<file path="src/rtl/vga_layer_scheduler.sv">
`default_nettype none
// ============================================================================
// Module   : vga_layer_scheduler
// Purpose  : Pixel-pipeline sequencer for the tic-tac-toe VGA display.
//            Divides clk by two into a pixel tick, runs 640x480@60 timing
//            counters, decodes the four display layers for the current
//            pixel and double-buffers board/cursor updates so that they
//            only take effect at the start of vertical blank.
// Ports    : clk          - system clock (50 MHz)
//            rst_n        - asynchronous active-low reset
//            upd_req      - level request to load board_in/cursor_in
//            board_in     - 9 cells x 2 bits (00 empty, 01 P1, 10 P2, 11 empty)
//            cursor_in    - pointer cell 0..8, 9..15 = no pointer
//            upd_ack      - one-clk pulse when the update is latched
//            hsync/vsync  - active-low syncs
//            h_count/v_count - coordinates of the pixel being shown
//            active       - pixel lies inside the visible area
//            visible      - {pointer, lines, sprite2, sprite1}
//            frame_start  - one-clk pulse when counters wrap to (0,0)
// Revision : 1.0 - initial release
// ============================================================================
module vga_layer_scheduler #(
    parameter int H_VISIBLE  = 640,
    parameter int H_FP       = 16,
    parameter int H_SYNC     = 96,
    parameter int H_BP       = 48,
    parameter int V_VISIBLE  = 480,
    parameter int V_FP       = 10,
    parameter int V_SYNC     = 2,
    parameter int V_BP       = 33,
    parameter int BOARD_X0   = 80,
    parameter int CELL       = 160,
    parameter int SPR_MARGIN = 20,   // sprite inset from each cell edge
    parameter int PTR_MARGIN = 8,    // pointer frame inset from each cell edge
    parameter int PTR_WIDTH  = 4     // pointer frame stroke width
) (
    input  logic        clk,
    input  logic        rst_n,
    input  logic        upd_req,
    input  logic [17:0] board_in,
    input  logic [3:0]  cursor_in,
    output logic        upd_ack,
    output logic        hsync,
    output logic        vsync,
    output logic [9:0]  h_count,
    output logic [9:0]  v_count,
    output logic        active,
    output logic [3:0]  visible,
    output logic        frame_start
);

    localparam logic [9:0] c_h_max     = 10'(H_VISIBLE + H_FP + H_SYNC + H_BP - 1);
    localparam logic [9:0] c_v_max     = 10'(V_VISIBLE + V_FP + V_SYNC + V_BP - 1);
    localparam logic [9:0] c_h_vis     = 10'(H_VISIBLE);
    localparam logic [9:0] c_v_vis     = 10'(V_VISIBLE);
    localparam logic [9:0] c_hs_lo     = 10'(H_VISIBLE + H_FP);
    localparam logic [9:0] c_hs_hi     = 10'(H_VISIBLE + H_FP + H_SYNC - 1);
    localparam logic [9:0] c_vs_lo     = 10'(V_VISIBLE + V_FP);
    localparam logic [9:0] c_vs_hi     = 10'(V_VISIBLE + V_FP + V_SYNC - 1);
    localparam logic [9:0] c_bx0       = 10'(BOARD_X0);
    localparam logic [9:0] c_bx1       = 10'(BOARD_X0 + 3 * CELL - 1);
    localparam logic [9:0] c_by1       = 10'(3 * CELL - 1);
    localparam logic [9:0] c_cell      = 10'(CELL);
    localparam logic [9:0] c_cell2     = 10'(2 * CELL);
    localparam logic [9:0] c_l1_lo     = 10'(CELL - 2);
    localparam logic [9:0] c_l1_hi     = 10'(CELL + 1);
    localparam logic [9:0] c_l2_lo     = 10'(2 * CELL - 2);
    localparam logic [9:0] c_l2_hi     = 10'(2 * CELL + 1);
    localparam logic [9:0] c_spr_lo    = 10'(SPR_MARGIN);
    localparam logic [9:0] c_spr_hi    = 10'(CELL - 1 - SPR_MARGIN);
    localparam logic [9:0] c_ptr_lo    = 10'(PTR_MARGIN);
    localparam logic [9:0] c_ptr_hi    = 10'(CELL - 1 - PTR_MARGIN);
    localparam logic [9:0] c_ptr_in_lo = 10'(PTR_MARGIN + PTR_WIDTH - 1);
    localparam logic [9:0] c_ptr_in_hi = 10'(CELL - PTR_MARGIN - PTR_WIDTH);

    function automatic logic in_rng(input logic [9:0] x, input logic [9:0] lo,
                                    input logic [9:0] hi);
        return (x >= lo) && (x <= hi);
    endfunction

    // ------------------------------------------------------------------
    // State
    // ------------------------------------------------------------------
    logic        tick_q;
    logic [9:0]  h_q, v_q;
    logic        hsync_q, vsync_q, active_q;
    logic [3:0]  visible_q;
    logic        ack_q, fs_q;
    logic [17:0] board_q;
    logic [3:0]  cursor_q;

    // ------------------------------------------------------------------
    // Next pixel position. Everything registered on a tick is decoded
    // from this position so that counters, syncs and layers stay aligned.
    // ------------------------------------------------------------------
    logic [9:0] h_d, v_d;

    always_comb begin
        h_d = h_q + 10'd1;
        v_d = v_q;
        if (h_q == c_h_max) begin
            h_d = '0;
            v_d = (v_q == c_v_max) ? 10'd0 : v_q + 10'd1;
        end
    end

    // ------------------------------------------------------------------
    // Layer decode. Cell column/row come from two comparisons per axis;
    // the local offset is the board offset minus the selected cell base.
    // ------------------------------------------------------------------
    logic [9:0] bx, lx, ly;
    logic [1:0] col, row;
    logic [3:0] cell_idx;
    logic [1:0] cell_code;
    logic       active_d, in_board, line_hit, spr_win, ptr_win, ptr_edge;
    logic       hsync_d, vsync_d;
    logic [3:0] visible_d;

    always_comb begin
        bx       = h_d - c_bx0;
        active_d = (h_d < c_h_vis) && (v_d < c_v_vis);
        in_board = active_d && (h_d >= c_bx0) && (h_d <= c_bx1) && (v_d <= c_by1);

        if (bx < c_cell) begin
            col = 2'd0;
            lx  = bx;
        end else if (bx < c_cell2) begin
            col = 2'd1;
            lx  = bx - c_cell;
        end else begin
            col = 2'd2;
            lx  = bx - c_cell2;
        end

        if (v_d < c_cell) begin
            row = 2'd0;
            ly  = v_d;
        end else if (v_d < c_cell2) begin
            row = 2'd1;
            ly  = v_d - c_cell;
        end else begin
            row = 2'd2;
            ly  = v_d - c_cell2;
        end

        // row*3 + col without a multiplier
        cell_idx  = {1'b0, row, 1'b0} + {2'b00, row} + {2'b00, col};
        cell_code = 2'(board_q >> {cell_idx, 1'b0});

        line_hit = in_rng(bx, c_l1_lo, c_l1_hi) || in_rng(bx, c_l2_lo, c_l2_hi) ||
                   in_rng(v_d, c_l1_lo, c_l1_hi) || in_rng(v_d, c_l2_lo, c_l2_hi);
        spr_win  = in_rng(lx, c_spr_lo, c_spr_hi) && in_rng(ly, c_spr_lo, c_spr_hi);
        ptr_win  = in_rng(lx, c_ptr_lo, c_ptr_hi) && in_rng(ly, c_ptr_lo, c_ptr_hi);
        ptr_edge = (lx <= c_ptr_in_lo) || (lx >= c_ptr_in_hi) ||
                   (ly <= c_ptr_in_lo) || (ly >= c_ptr_in_hi);

        visible_d = 4'b0000;
        if (in_board) begin
            visible_d[0] = spr_win && (cell_code == 2'b01);
            visible_d[1] = spr_win && (cell_code == 2'b10);
            visible_d[2] = line_hit;
            // cursor values 9..15 never equal a cell index, so no pointer
            visible_d[3] = ptr_win && ptr_edge && (cursor_q == cell_idx);
        end

        hsync_d = !in_rng(h_d, c_hs_lo, c_hs_hi);
        vsync_d = !in_rng(v_d, c_vs_lo, c_vs_hi);
    end

    // ------------------------------------------------------------------
    // Registers
    // ------------------------------------------------------------------
    always_ff @(posedge clk or negedge rst_n) begin
        if (!rst_n) begin
            tick_q    <= 1'b0;
            h_q       <= '0;
            v_q       <= '0;
            hsync_q   <= 1'b1;
            vsync_q   <= 1'b1;
            active_q  <= 1'b0;
            visible_q <= 4'b0000;
            ack_q     <= 1'b0;
            fs_q      <= 1'b0;
            board_q   <= '0;
            cursor_q  <= 4'hF;
        end else begin
            tick_q <= ~tick_q;
            ack_q  <= 1'b0;
            fs_q   <= 1'b0;
            if (tick_q) begin
                h_q       <= h_d;
                v_q       <= v_d;
                hsync_q   <= hsync_d;
                vsync_q   <= vsync_d;
                active_q  <= active_d;
                visible_q <= visible_d;
                // (0,0) is only ever reached by wrapping from the last pixel
                fs_q      <= (h_d == 10'd0) && (v_d == 10'd0);
                // shadow loads only when entering vertical blank
                if (upd_req && (h_d == 10'd0) && (v_d == c_v_vis)) begin
                    board_q  <= board_in;
                    cursor_q <= cursor_in;
                    ack_q    <= 1'b1;
                end
            end
        end
    end

    assign h_count     = h_q;
    assign v_count     = v_q;
    assign hsync       = hsync_q;
    assign vsync       = vsync_q;
    assign active      = active_q;
    assign visible     = visible_q;
    assign upd_ack     = ack_q;
    assign frame_start = fs_q;

endmodule
`default_nettype wire

</file>
<file path="config.mk">
export PLATFORM = sky130hd
export DESIGN_NAME = vga_layer_scheduler
export DESIGN_NICKNAME = d
export VERILOG_FILES = /design/src/rtl/vga_layer_scheduler.sv
export SDC_FILE = /design/constraint.sdc
export NUM_CORES = 1
export LEC_CHECK = 0
export CAP_MARGIN = 20
export CORE_ASPECT_RATIO = 1.5
export CORE_MARGIN = 10
export CORE_UTILIZATION = 40
export CTS_CLUSTER_DIAMETER = 60
export DETAILED_ROUTE_END_ITERATION = 8
export REMOVE_ABC_BUFFERS = 1
export SLEW_MARGIN = 20
export SYNTH_ARGS = -nofsm -noshare
export SYNTH_HDL_FRONTEND = slang
export SYNTH_SLANG_ARGS = --single-unit
export TNS_END_PERCENT = 30
</file>
<file path="constraint.sdc">
create_clock -name clk -period 13.9 [get_ports clk]
set_input_delay 2.085 -clock clk [delete_from_list [all_inputs] [get_ports clk]]
set_output_delay 2.085 -clock clk [all_outputs]
set_load 0.005 [all_outputs]
</file>
# ---- Yosys cells after proc, flatten, opt, wreduce, memory -nomap -nowiden
# Cells that the tools add are included.
dict set report classes {
  add_sub_neg 9
  n_lt_le_gt_ge 33
  eq_ne 6
  n_shift 1
  muxes 15
  bitwise 1
  reduce_logical 34
}
# cell n
set ops {}
lappend ops {{two-way mux 10 bit} 7}
lappend ops {{<= comparator 10 x 8 -> 1 bit, second input constant} 6}
lappend ops {{>= comparator 10 x 8 -> 1 bit, second input constant} 4}
lappend ops {{<= comparator 10 x 9 -> 1 bit, second input constant} 4}
lappend ops {{>= comparator 10 x 9 -> 1 bit, second input constant} 3}
lappend ops {{less-than comparator 10 x 9 -> 1 bit, second input constant} 3}
lappend ops {{logical AND 1 bit} 23}
lappend ops {{adder 10 x 1 -> 10 bit, second input constant} 2}
lappend ops {{== test 10 bit, second input constant} 2}
lappend ops {{>= comparator 10 x 4 -> 1 bit, second input constant} 2}
lappend ops {{>= comparator 10 x 5 -> 1 bit, second input constant} 2}
lappend ops {{<= comparator 10 bit, second input constant} 2}
lappend ops {{<= comparator 10 x 4 -> 1 bit, second input constant} 2}
lappend ops {{zero test 10 bit} 2}
lappend ops {{less-than comparator 10 x 8 -> 1 bit, second input constant} 2}
lappend ops {{subtractor 10 x 8 -> 10 bit, second input constant} 2}
lappend ops {{subtractor 10 x 9 -> 10 bit, second input constant} 2}
lappend ops {{right shift 18 x 5 -> 2 bit} 1}
lappend ops {{== test 10 x 9 -> 1 bit, second input constant} 1}
lappend ops {{>= comparator 10 bit, second input constant} 1}
lappend ops {{>= comparator 10 x 7 -> 1 bit, second input constant} 1}
lappend ops {{less-than comparator 10 bit, second input constant} 1}
lappend ops {{subtractor 10 x 7 -> 10 bit, second input constant} 1}
lappend ops {{two-way mux 2 bit} 4}
lappend ops {{other kinds (11)} 19}
dict set report totals {
  reg_bits 52
  in_bits 25
  out_inout_bits 29
  elab_cells 110
}

# ---- Depth between registers and ports, before layout
# Gate-level depths: netlist (run 1).
dict set report depth {
  ltp_word 13
  depth_mapped 23
}

# ---- Worst setup path before layout (run 1)
# OpenSTA, ideal clock, no wires.
dict set report synth_timing {
  path_kind {reg-to-reg}
  from {reg h_q[0], in the netlist h_count[0]}
  to {reg visible_q[3], in the netlist visible[3]}
  arrival_time_ns 4.928
  setup_slack_ns 8.871
  path_stages_with_launch 22
  n_path_buf 3
  path_cell_list {dfrtp_1 > ha_1 > buf_2 > nand4_4 > nor3_1 > clkbuf_1 > nor2_1 > inv_1 > ha_1 > inv_1 > xnor3_4 > inv_1 > and3_1 > clkbuf_1 > o21ai_0 > fa_1 > ha_1 > fa_1 > xor2_1 > nor4_1 > nand3_1 > o32ai_1}
}
dict set report synth_via {
  elab_chain_cells 13
  word_cells_on_any_way 50
  cone_classes {add/sub: 8; order compare: 17; eq/ne: 2; mux: 11; reduce/logical: 12}
}
# item line_no
set synth_lines {}
lappend synth_lines {{start, declared} 85} ;# logic [9:0] h_q, v_q;
lappend synth_lines {{start signal, assigned} 176} ;# h_q <= '0;
lappend synth_lines {{start signal, assigned} 191} ;# h_q <= h_d;
lappend synth_lines {{adder 10 x 1 -> 10 bit / == test 10 bit (equally long branches)} {99, 101}}
lappend synth_lines {{two-way mux 10 bit *} 101} ;# if (h_q == c_h_max) begin
lappend synth_lines {{named net h_d[5]} 96} ;# logic [9:0] h_d, v_d;
lappend synth_lines {{subtractor 10 x 7 -> 10 bit} 120} ;# bx = h_d - c_bx0;
lappend synth_lines {{subtractor 10 x 9 -> 10 bit (tied with other cells)} 132} ;# lx = bx - c_cell2;
lappend synth_lines {{two-way mux 10 bit} 127} ;# end else if (bx < c_cell2) begin
lappend synth_lines {{two-way mux 10 bit} 124} ;# if (bx < c_cell) begin
lappend synth_lines {{<= comparator 10 x 4 -> 1 bit / >= comparator 10 x 8 -> 1 bit (equally long branches)} 154} ;# ptr_edge = (lx <= c_ptr_in_lo) || (lx >= c_ptr_in_hi) ||
lappend synth_lines {{logical OR 1 bit (2 in series)} 154}
lappend synth_lines {{logical OR 1 bit} 155} ;# (ly <= c_ptr_in_lo) || (ly >= c_ptr_in_hi);
lappend synth_lines {{logical AND 1 bit (2 in series)} 163} ;# visible_d[3] = ptr_win && ptr_edge && (cursor_q == cell_idx);
lappend synth_lines {{two-way mux 4 bit *} 158} ;# if (in_board) begin
lappend synth_lines {{end signal, assigned} 196} ;# visible_q <= visible_d;
lappend synth_lines {{end, declared} 87} ;# logic [3:0] visible_q;
# The timed path passes the listed nets; every way through them passes the cells marked *.
# A chain may end at the register's enable or synchronous reset.

# ---- Worst setup path in the final report (run 1)
dict set report layout_timing {
  from {reg h_q[0], in the netlist h_count[0]}
  to {reg visible_q[1], in the netlist visible[1]}
}
dict set report layout_via {
  elab_chain_cells 11
  word_cells_on_any_way 43
  cone_classes {add/sub: 8; order compare: 13; eq/ne: 2; shift: 1; mux: 11; reduce/logical: 8}
}
# item line_no
set layout_lines {}
lappend layout_lines {{adder 10 x 1 -> 10 bit / == test 10 bit (equally long branches)} {99, 101}}
lappend layout_lines {{two-way mux 10 bit *} 101}
lappend layout_lines {{named net h_d[5]} 96}
lappend layout_lines {{subtractor 10 x 7 -> 10 bit} 120}
lappend layout_lines {{less-than comparator 10 x 9 -> 1 bit (tied with other cells)} 127}
lappend layout_lines {{two-way mux 2 bit / two-way mux 10 bit (equally long branches)} 127}
lappend layout_lines {{two-way mux 2 bit / two-way mux 10 bit (equally long branches)} 124}
lappend layout_lines {{adder 4 x 2 -> 4 bit (tied with other cells)} 147} ;# cell_idx = {1'b0, row, 1'b0} + {2'b00, row} + {2'b00, col};
lappend layout_lines {{right shift 18 x 5 -> 2 bit / logical AND 1 bit (equally long branches)} {148, 78}}
lappend layout_lines {{== test 2 bit / logical AND 1 bit (equally long branches)} {160, 152}}
lappend layout_lines {{logical AND 1 bit} 160} ;# visible_d[1] = spr_win && (cell_code == 2'b10);
lappend layout_lines {{two-way mux 4 bit *} 158}
# Marks and branches as above.

==> impl_summary.txt, run 1 <==
----------------------------------------------------
[Outcome]
  Result of the run ... complete, no violations

[CTS]
  Buffer depth of the longest clock path ... 2
  Worst-Skew Late Latency ... 0.30 ns
  CTS tree ... yes
  Total of cells resized after clock tree synthesis ... 0
  Clock Tree Root ... sky130_fd_sc_hd__clkbuf_16
  Depth of the CTS H-tree ... 2
  Number of sinks on the clock net ... 52
  Post-CTS Setup Bufs ... 0
  Register clock-pin slew on the reported worst setup and hold paths ... around 0.08 ns
  Number of buffers created by CTS ... 5
  Cts hold-fix bufs ... 0

[Synthesis]
  Number of flops mapped to enable cells by yosys ... 0
  Seq/Total Area, Yosys ... 0.2905
  Fraction of registers with async set/reset ... 1.000
  Library cell with the largest summed area after synthesis ... sky130_fd_sc_hd__dfrtp_1
  Synthesized area divided by synthesized cell count ... 9.367 sq um
  Proportion of netlist area held by the largest area contributor ... 0.2555
  Gate count of the mapped netlist ... approximately 480
  Synth warn ... 0
  Number of distinct library cells after synthesis ... between 90 and 100
  Main area contributors after synthesis ... sky130_fd_sc_hd__dfrtp_1 (26%), sky130_fd_sc_hd__ha_1 (7.2%), sky130_fd_sc_hd__mux2_1 (5.0%)
  Most used DFF post-synth ... sky130_fd_sc_hd__dfrtp_1
  FF+latch count, synth ... 52
  Cell area after synthesis ... between 4000 and 5000 sq um

[Placed design]
  Count of buffers from port buffering ... 53
  Total half-perimeter wirelength after legalization and detailed placement ... 9603 um
  RePlAce Congestion ... 0.9159
  Placed insts ... approximately 660

[Critical path]
  Stage delay of the slowest cell on the critical path ... 0.67 ns
  Worst path cell trace ... ha_1 > nand4_4 > nor3_2 > nor2_1 > inv_1 > ha_1 > inv_1 > xnor3_4 > inv_1 > and3_1 > o21ai_0 > fa_1 > ha_1 > fa_1 > nor4b_1 > nand2_1 > o21ai_0 > nand2b_1 > o2bb2ai_1
  Nature of the critical path endpoint ... flop
  Cell family with the largest share of critical-path delay ... simple AND/OR/NAND/NOR gates
  Data arrival time of the worst path ... about 6.3 ns
  Critical Path Start Type ... flop
  Maximum fanout along the worst path ... 13
  Number of buffers and inverters on the critical path ... 3
  Worst setup slack for register-to-register paths ... slightly below 8 ns
  Category of the critical setup timing path ... flop to flop
  Worst Path Required ... ~14 ns
  Cell with the largest stage delay on the worst path ... sky130_fd_sc_hd__nor3_2

[Power and ir drop]
  Static power due to leakage ... 2.260 nW
  Power density over cell area ... approximately 56 nW/um^2
  Share of power burned in combinational logic ... 0.033
  Cell Int Power ... roughly 230 uW
  Switching power total ... slightly below 70 uW
  Clock power share ... 0.454
  Sequential fraction of design power ... 0.512
  Worst-case vdd ir drop ... 0.03871 mV
  Total power after layout ... 295.1 uW
  Switching power as a share of total power ... 0.2349

[Layout]
  Finished Layout Cells ... between 600 and 700
  Storage cell area ... about 1300 sq um
  Number of nets at the end of the flow ... ~580
  Share of layout cells above drive strength 1 ... 0.1183
  Area taken by multi-input logic gates ... roughly 3000 sq um
  Final antenna diode count ... 0
  Area delta synth->final ... 17.19%
  Number of filler cells placed in the layout ... approximately 1.1k

[GRT]
  GR peak layer ... met2
  Initial antenna violation count ... 0
  First-pass GRT wire length ... 21,000 um
  Met2 Usage GRT ... 0.2941
  Met1 GRT Util ... 0.1785
  Maximum number of pins on one net before global-route repair ... 53
  GRT Total Usage ... 0.1611
  Total gr overflow ... 0
  Fraction of met3 tracks used by global routing ... 0.02927
  Via count of the first global-routing pass ... 3,994

[Timing]
  Max Fclk ... approximately 160 MHz
  Slew margin rel. ... 0.2902
  Hold Vio Cnt, Final ... 0
  Clock period minus worst slack ... around 6.2 ns
  Transition time at the pin with the least slew margin ... 1.061 ns
  Number of max-slew violations in the final report ... 0
  Aggregate negative setup slack ... 0 ns
  WHS ... about 0.48 ns
  Clk_skew ... roughly 0.0034 ns
  Setup violation total in the final timing report ... 0
  Final period util ... 0.4429
  Unrepaired setup endpoints after global routing ... false

[Floorplan]
  Boundary pin count ... 54
  Height of the die ... ~150 um
  Horizontal die dimension ... ~110 um
  Initial Utilization ... 0.4075
  Cell Rows ... 47
  Area of the die ... around 16,000 sq um
  Floorplan core area ... between 10,000 and 15,000 sq um

[Route]
  Vias after detailed routing ... 3,901
  Routed wire length per instance ... between 15 and 20 um
  Detailed-route vias per instance ... approximately 5.8
  Starting DRT DRC Count ... approximately 280
  Residual DRC count ... 0
  Routed wire length ... between 10,000 and 15,000 um
  Remaining antenna violation count ... 0
  Initial DRT Pass Iterations ... 4

[Run]
  Reported max-cap violation count ... 0

[Hold path]
  Tightest Hold Check Type ... flop to flop

----------------------------------------------------
## synth_stat cells, types with 4 or more instances
library cell                number
sky130_fd_sc_hd__o21ai_0        24
sky130_fd_sc_hd__nor4_1          8
sky130_fd_sc_hd__mux2_1         20
sky130_fd_sc_hd__clkbuf_1        7
sky130_fd_sc_hd__nand2b_1        7
sky130_fd_sc_hd__a211oi_1        4
sky130_fd_sc_hd__mux4_2          4
sky130_fd_sc_hd__a21oi_1        18
sky130_fd_sc_hd__nand4_1        13
sky130_fd_sc_hd__buf_6           4
sky130_fd_sc_hd__nor2_1         33
sky130_fd_sc_hd__or3_1           4
sky130_fd_sc_hd__xor2_1         10
sky130_fd_sc_hd__mux2_2          5
sky130_fd_sc_hd__nand3_1        18
sky130_fd_sc_hd__xnor2_1        14
sky130_fd_sc_hd__o211ai_1        6
sky130_fd_sc_hd__o22ai_1         5
sky130_fd_sc_hd__dfstp_2         6
sky130_fd_sc_hd__mux2i_1         9
sky130_fd_sc_hd__nor3_1          5
sky130_fd_sc_hd__ha_1           26
sky130_fd_sc_hd__a31oi_1        11
sky130_fd_sc_hd__inv_1          21
sky130_fd_sc_hd__buf_2           7
sky130_fd_sc_hd__and3_1          5
sky130_fd_sc_hd__dfrtp_1        46
sky130_fd_sc_hd__o2bb2ai_1       4
sky130_fd_sc_hd__o21a_1          4
sky130_fd_sc_hd__nand2_1        41
## placed cells by master, fill, tap and decap left out, types with 4 or more instances in the layout
master                            synthesis  routed
sky130_fd_sc_hd__a211oi_1                 4       4
sky130_fd_sc_hd__a21oi_1                 18      18
sky130_fd_sc_hd__a31oi_1                 11      11
sky130_fd_sc_hd__and3_1                   5       5
sky130_fd_sc_hd__buf_4                    3       5
sky130_fd_sc_hd__clkbuf_16                0       5
sky130_fd_sc_hd__clkdlybuf4s50_1          0      52
sky130_fd_sc_hd__dfrtp_1                 46      46
sky130_fd_sc_hd__dfstp_2                  6       6
sky130_fd_sc_hd__ha_1                    26      26
sky130_fd_sc_hd__inv_1                   21      21
sky130_fd_sc_hd__mux2_1                  20      20
sky130_fd_sc_hd__mux2_2                   5       5
sky130_fd_sc_hd__mux2i_1                  9       9
sky130_fd_sc_hd__mux4_2                   4       4
sky130_fd_sc_hd__nand2_1                 41      41
sky130_fd_sc_hd__nand2b_1                 7       7
sky130_fd_sc_hd__nand3_1                 18      18
sky130_fd_sc_hd__nand4_1                 13      13
sky130_fd_sc_hd__nor2_1                  33      33
sky130_fd_sc_hd__nor3_1                   5       4
sky130_fd_sc_hd__nor4_1                   8       8
sky130_fd_sc_hd__o211ai_1                 6       6
sky130_fd_sc_hd__o21a_1                   4       4
sky130_fd_sc_hd__o21ai_0                 24      24
sky130_fd_sc_hd__o22ai_1                  5       5
sky130_fd_sc_hd__o2bb2ai_1                4       4
sky130_fd_sc_hd__or3_1                    4       4
sky130_fd_sc_hd__xnor2_1                 14      14
sky130_fd_sc_hd__xor2_1                  10      10
## power groups by stage
stage | sequential, mW | combinational, mW | clock [mW]
after floorplan | 0.154 | 0.000109 | 0
after global placement | 0.154 | 0.0102 | 0
after detailed placement | 0.154 | 0.0103 | 0
after CTS | 0.151 | 0.0103 | 0.137
after global routing | 0.151 | 0.0110 | 0.144
final | 0.151 | 0.00988 | 0.134
## final timing paths
| check | startpoint | to | cells after the start |
|---|---|---|---|
| min | board_q[13] | board_q[13] | 1 |
| max | h_count[0] | visible[1] | 19 |
| max in group asynchronous | rst_n | board_q[8] | 2 |
| max reg2reg | h_count[0] | visible[1] | 19 |
| min reg2reg | board_q[13] | board_q[13] | 1 |
| min in group asynchronous | rst_n | v_count[0] | 2 |
## final cells by class
class / instances / share of cell area
Clock inverter: 3 / 0.005213
Sequential cell: 52 / 0.2479
Clock buffer: 5 / 0.02370
Multi-Input combinational cell: 384 / 0.5661
Inverter: 22 / 0.01564
Tap cell: 147 / 0.03483
Timing Repair Buffer: 58 / 0.1066
## per-layer routing
layer / share of wire / vias up
li1: - / 1874
met1: 0.39 / 1899
met2: 0.54 / 102
met3: 0.045 / 26
met4: 0.029 / 0
met5: 0 / -
## flip-flops by register name, indices dropped and copies added (netlist names)
signal,flops
active,1
board_q,18
cursor_q,4
frame_start,1
h_count,10
hsync,1
tick_q,1
upd_ack,1
v_count,10
visible,4
vsync,1
## cell families after synthesis
kind of cell,Yosys count,synth area share
AND/OR/NAND/NOR,172,0.2186
AO/OA/AOI/OAI,116,0.1861
flip-flops,52,0.2905
buffers and inverters,45,0.04860
multiplexers,39,0.1058
XOR/XNOR,29,0.06943
adder cells (fa/ha/maj),28,0.08109
## through the flow
stage	setup WS, ns	instance area, sq um	utilization
6_report	7.743	5280	0.4776
5_1_grt	7.278	5280	0.4776
4_1_cts	7.365	5275	0.4771
3_5_place_dp	7.426	5122	0.4633
3_3_place_gp	7.744	5122	0.4633
2_1_floorplan	8.442	4369	-
## worst register-to-register path, delay by kind of cell, from the launching register on
family	cells	cell delay, ns
AND/OR/NAND/NOR	7	2.13
adder cells (fa/ha/maj)	5	1.97
buffers and inverters	3	0.61
flip-flops	1	0.50
XOR/XNOR	1	0.50
AO/OA/AOI/OAI	3	0.33
No activity file was read; power rests on OpenSTA's default activity.
==> inputs of run 2 (changes only) <==
clock period = 6.1 ns   (was 13.9 ns; I/O delays follow)
==> run 2 against run 1 <==
Cell area increased by 0.90%. Clock-buffer cell count unchanged. Via count increased by 1.4%. Hold slack improved by 0.00071 ns. Utilization increased by 0.43 points. Register-to-register slack got worse by 7.3 ns. Global-route usage decreased by 0.15 points. Wire length increased by 0.13%. Die area unchanged. Clock power increased by 130%. Critical path type unchanged. Highest routed layer unchanged.
==> impl_summary.txt, run 2 (synthesized netlist as in run 1, its figures left out) <==
----------------------------------------------------
[Outcome]
  Result of the run ... complete, no violations

[Floorplan]
  Boundary pin count ... 54 (unchanged)
  Height of the die ... 150.0 um (unchanged)
  Floorplan core area ... 11,060 sq um (unchanged)
  Horizontal die dimension ... 106.7 um (unchanged)
  Initial Utilization ... 0.4075 (unchanged)
  Cell Rows ... 47 (unchanged)
  Area of the die ... 16,000 sq um (unchanged)

[Placed design]
  Worst slack at placement ... 0.2697 ns (-7.156 ns)
  Total half-perimeter wirelength after legalization and detailed placement ... 9589 um (-0.15%)
  RePlAce Congestion ... 0.8981 (-1.9%)
  Count of buffers from port buffering ... 53 (unchanged)

[GRT]
  Via count of the first global-routing pass ... 4,045 (+1.3%)
  Total gr overflow ... 0 (unchanged)
  Initial antenna violation count ... 0 (unchanged)
  Maximum number of pins on one net before global-route repair ... 53 (unchanged)
  GRT Total Usage ... 0.1597 (-0.001462)
  First-pass GRT wire length ... 20,880 um (-0.59%)

[Hold path]
  Hold Path Depth ... 1 (unchanged)
  Tightest Hold Check Type ... flop to flop
  Startpoint of the most critical hold path ... board_q[1]
  Worst min-delay path endpoint ... board_q[1]

[Layout]
  Most used cells in the layout excluding fill and tap cells ... sky130_fd_sc_hd__clkdlybuf4s50_1 (52), sky130_fd_sc_hd__dfrtp_1 (46), sky130_fd_sc_hd__nand2_1 (41), sky130_fd_sc_hd__nor2_1 (33), sky130_fd_sc_hd__ha_1 (26)
  Reg with most FFs ... board_q
  Final antenna diode count ... 0 (unchanged)
  Number of nets at the end of the flow ... 581 (+0.87%)
  Share of layout cells above drive strength 1 ... 0.1267 (+0.008333)
  Most frequent standard cell in the layout excluding fill and tap cells ... sky130_fd_sc_hd__clkdlybuf4s50_1
  Number of flip-flops in the largest register ... 18 (unchanged)
  Area delta synth->final ... 18.24%

[Critical path]
  Worst setup slack for register-to-register paths ... 0.48 ns (-7.26 ns)
  Critical path's most frequent cell ... sky130_fd_sc_hd__ha_1
  Worst Path Required ... 6.31 ns (-7.77 ns)
  Data arrival time of the worst path ... 5.83 ns (-0.50 ns)
  Maximum fanout along the worst path ... 10 (-3)
  Nature of the critical path endpoint ... flop
  Stage delay of the slowest cell on the critical path ... 0.61 ns (-0.06 ns)
  End of the worst register-to-register path ... visible[3]
  Cell with the largest stage delay on the worst path ... sky130_fd_sc_hd__or4_4
  Worst path cell trace ... ha_1 > nand4_4 > or4_4 > nor2_1 > xnor2_1 > inv_1 > ha_1 > a2111oi_4 > nor2_1 > fa_1 > ha_1 > fa_1 > xor2_1 > nor4_1 > nand3_1 > o32ai_1
  Worst reg-to-reg path cell count ... 16 (-3)
  Critical R2R Launch ... h_count[0]
  Critical Path Start Type ... flop
  Category of the critical setup timing path ... flop to flop

[CTS]
  Number of buffers created by CTS ... 5 (unchanged)
  Cts hold-fix bufs ... 0 (unchanged)
  CTS tree ... yes
  Buffer depth of the longest clock path ... 2 (unchanged)
  Register clock-pin slew on the reported worst setup and hold paths ... 0.08 ns (about the same)
  Clock Tree Root ... sky130_fd_sc_hd__clkbuf_16
  Number of sinks on the clock net ... 52 (unchanged)
  Worst-Skew Late Latency ... 0.30 ns (about the same)
  Post-CTS Setup Bufs ... 0 (unchanged)
  Depth of the CTS H-tree ... 2 (unchanged)

[Power and ir drop]
  Power density over cell area ... 126.6 nW/um^2 (+130%)
  Static power due to leakage ... 2.295 nW (+1.6%)
  Worst-case vdd ir drop ... 0.09964 mV (+160%)

[Timing]
  Clk_skew ... 0.01044 ns (+0.007000 ns)
  Unrepaired setup endpoints after global routing ... false
  Clock period minus worst slack ... 5.620 ns (-0.5367 ns)
  Setup violation total in the final timing report ... 0 (unchanged)
  Slew margin rel. ... 0.4802 (+0.1901)
  Worst Setup Slack, final ... 0.4799 ns (-7.263 ns)
  Final period util ... 0.9213 (+0.4784)
  Hold Vio Cnt, Final ... 0 (unchanged)
  Max Fclk ... 177.9 MHz (+9.5%)
  Transition time at the pin with the least slew margin ... 0.7741 ns (-0.2872 ns)
  Aggregate negative setup slack ... 0 ns (unchanged)
  Number of max-slew violations in the final report ... 0 (unchanged)

[Route]
  Remaining antenna violation count ... 0 (unchanged)
  Vias after detailed routing ... 3,955 (+1.4%)
  Routed wire length ... 12,590 um (+0.13%)
  Starting DRT DRC Count ... 249 (-11%)
  Routed wire length per instance ... 18.63 um (-0.61%)
  Detailed-route vias per instance ... 5.851 (+0.63%)
  Residual DRC count ... 0 (unchanged)
  Initial DRT Pass Iterations ... 5 (+1)

[Run]
  Reported max-cap violation count ... 0 (unchanged)

----------------------------------------------------
run 2: timing repair:
item                                   in CTS  in global routing
setup endpoints to repair                   0                  3
resized for setup                           0                  1
endpoints found under the hold margin       0                  0
run 2: how the worst max path moves through the flow:
stage                           from          to  slack [ns]  cells after the start
after floorplan           h_count[1]  visible[3]        0.64                     18
after global placement    h_count[0]  visible[3]        0.41                     16
after detailed placement  h_count[0]  visible[3]        0.27                     16
after CTS                 h_count[1]  visible[3]        0.25                     16
after global routing      h_count[1]  visible[3]      0.0004                     16
final                     h_count[0]  visible[3]        0.48                     16
run 2: layer usage:
layer	global-route usage	up-vias	part of all wire
met5	0	-	0
met4	0.06590	0	0.026
met3	0.02454	27	0.041
met2	0.2941	114	0.54
met1	0.1766	1936	0.39
li1	-	1878	-
run 2: metrics by stage:
step / hold slack [ns] / instances / cell area, sq um / power (mW) / util
floorplan: 0.4524 / 458 / 4369 / 0.3516 / -
global placement: 0.4647 / 667 / 5152 / 0.3744 / 0.4660
detailed placement: 0.4707 / 667 / 5152 / 0.3747 / 0.4660
CTS: 0.4903 / 675 / 5306 / 0.6892 / 0.4800
global route: 0.5047 / 676 / 5328 / 0.7003 / 0.4819
finish: 0.4848 / 676 / 5328 / 0.6747 / 0.4819
run 2: cell type report:
| class | instances | area [sq um] |
|---|---|---|
| multi-input combinational | 384 | 2990 |
| tap | 147 | 183.9 |
| inverter | 22 | 82.58 |
| sequential | 52 | 1309 |
| fill | 1112 | 5728 |
| clock inverter | 3 | 28.78 |
| clock buffer | 5 | 125.1 |
| timing repair buffer | 63 | 608.1 |
run 2: report_power, final:
part	total (mW)	internal, mW	switching (mW)
clock network	0.308	0.159	0.149
logic	0.0223	0.0135	0.00881
registers	0.345	0.345	0
run 2: worst max-delay path: cells and delay by family (launching register included):
family,cells,cell delay [ns]
fa+ha+maj,5,2.05
flops,1,0.50
compound gates,2,0.58
simple gates,6,1.53
xor+xnor,2,0.59
buf+inv,1,0.28
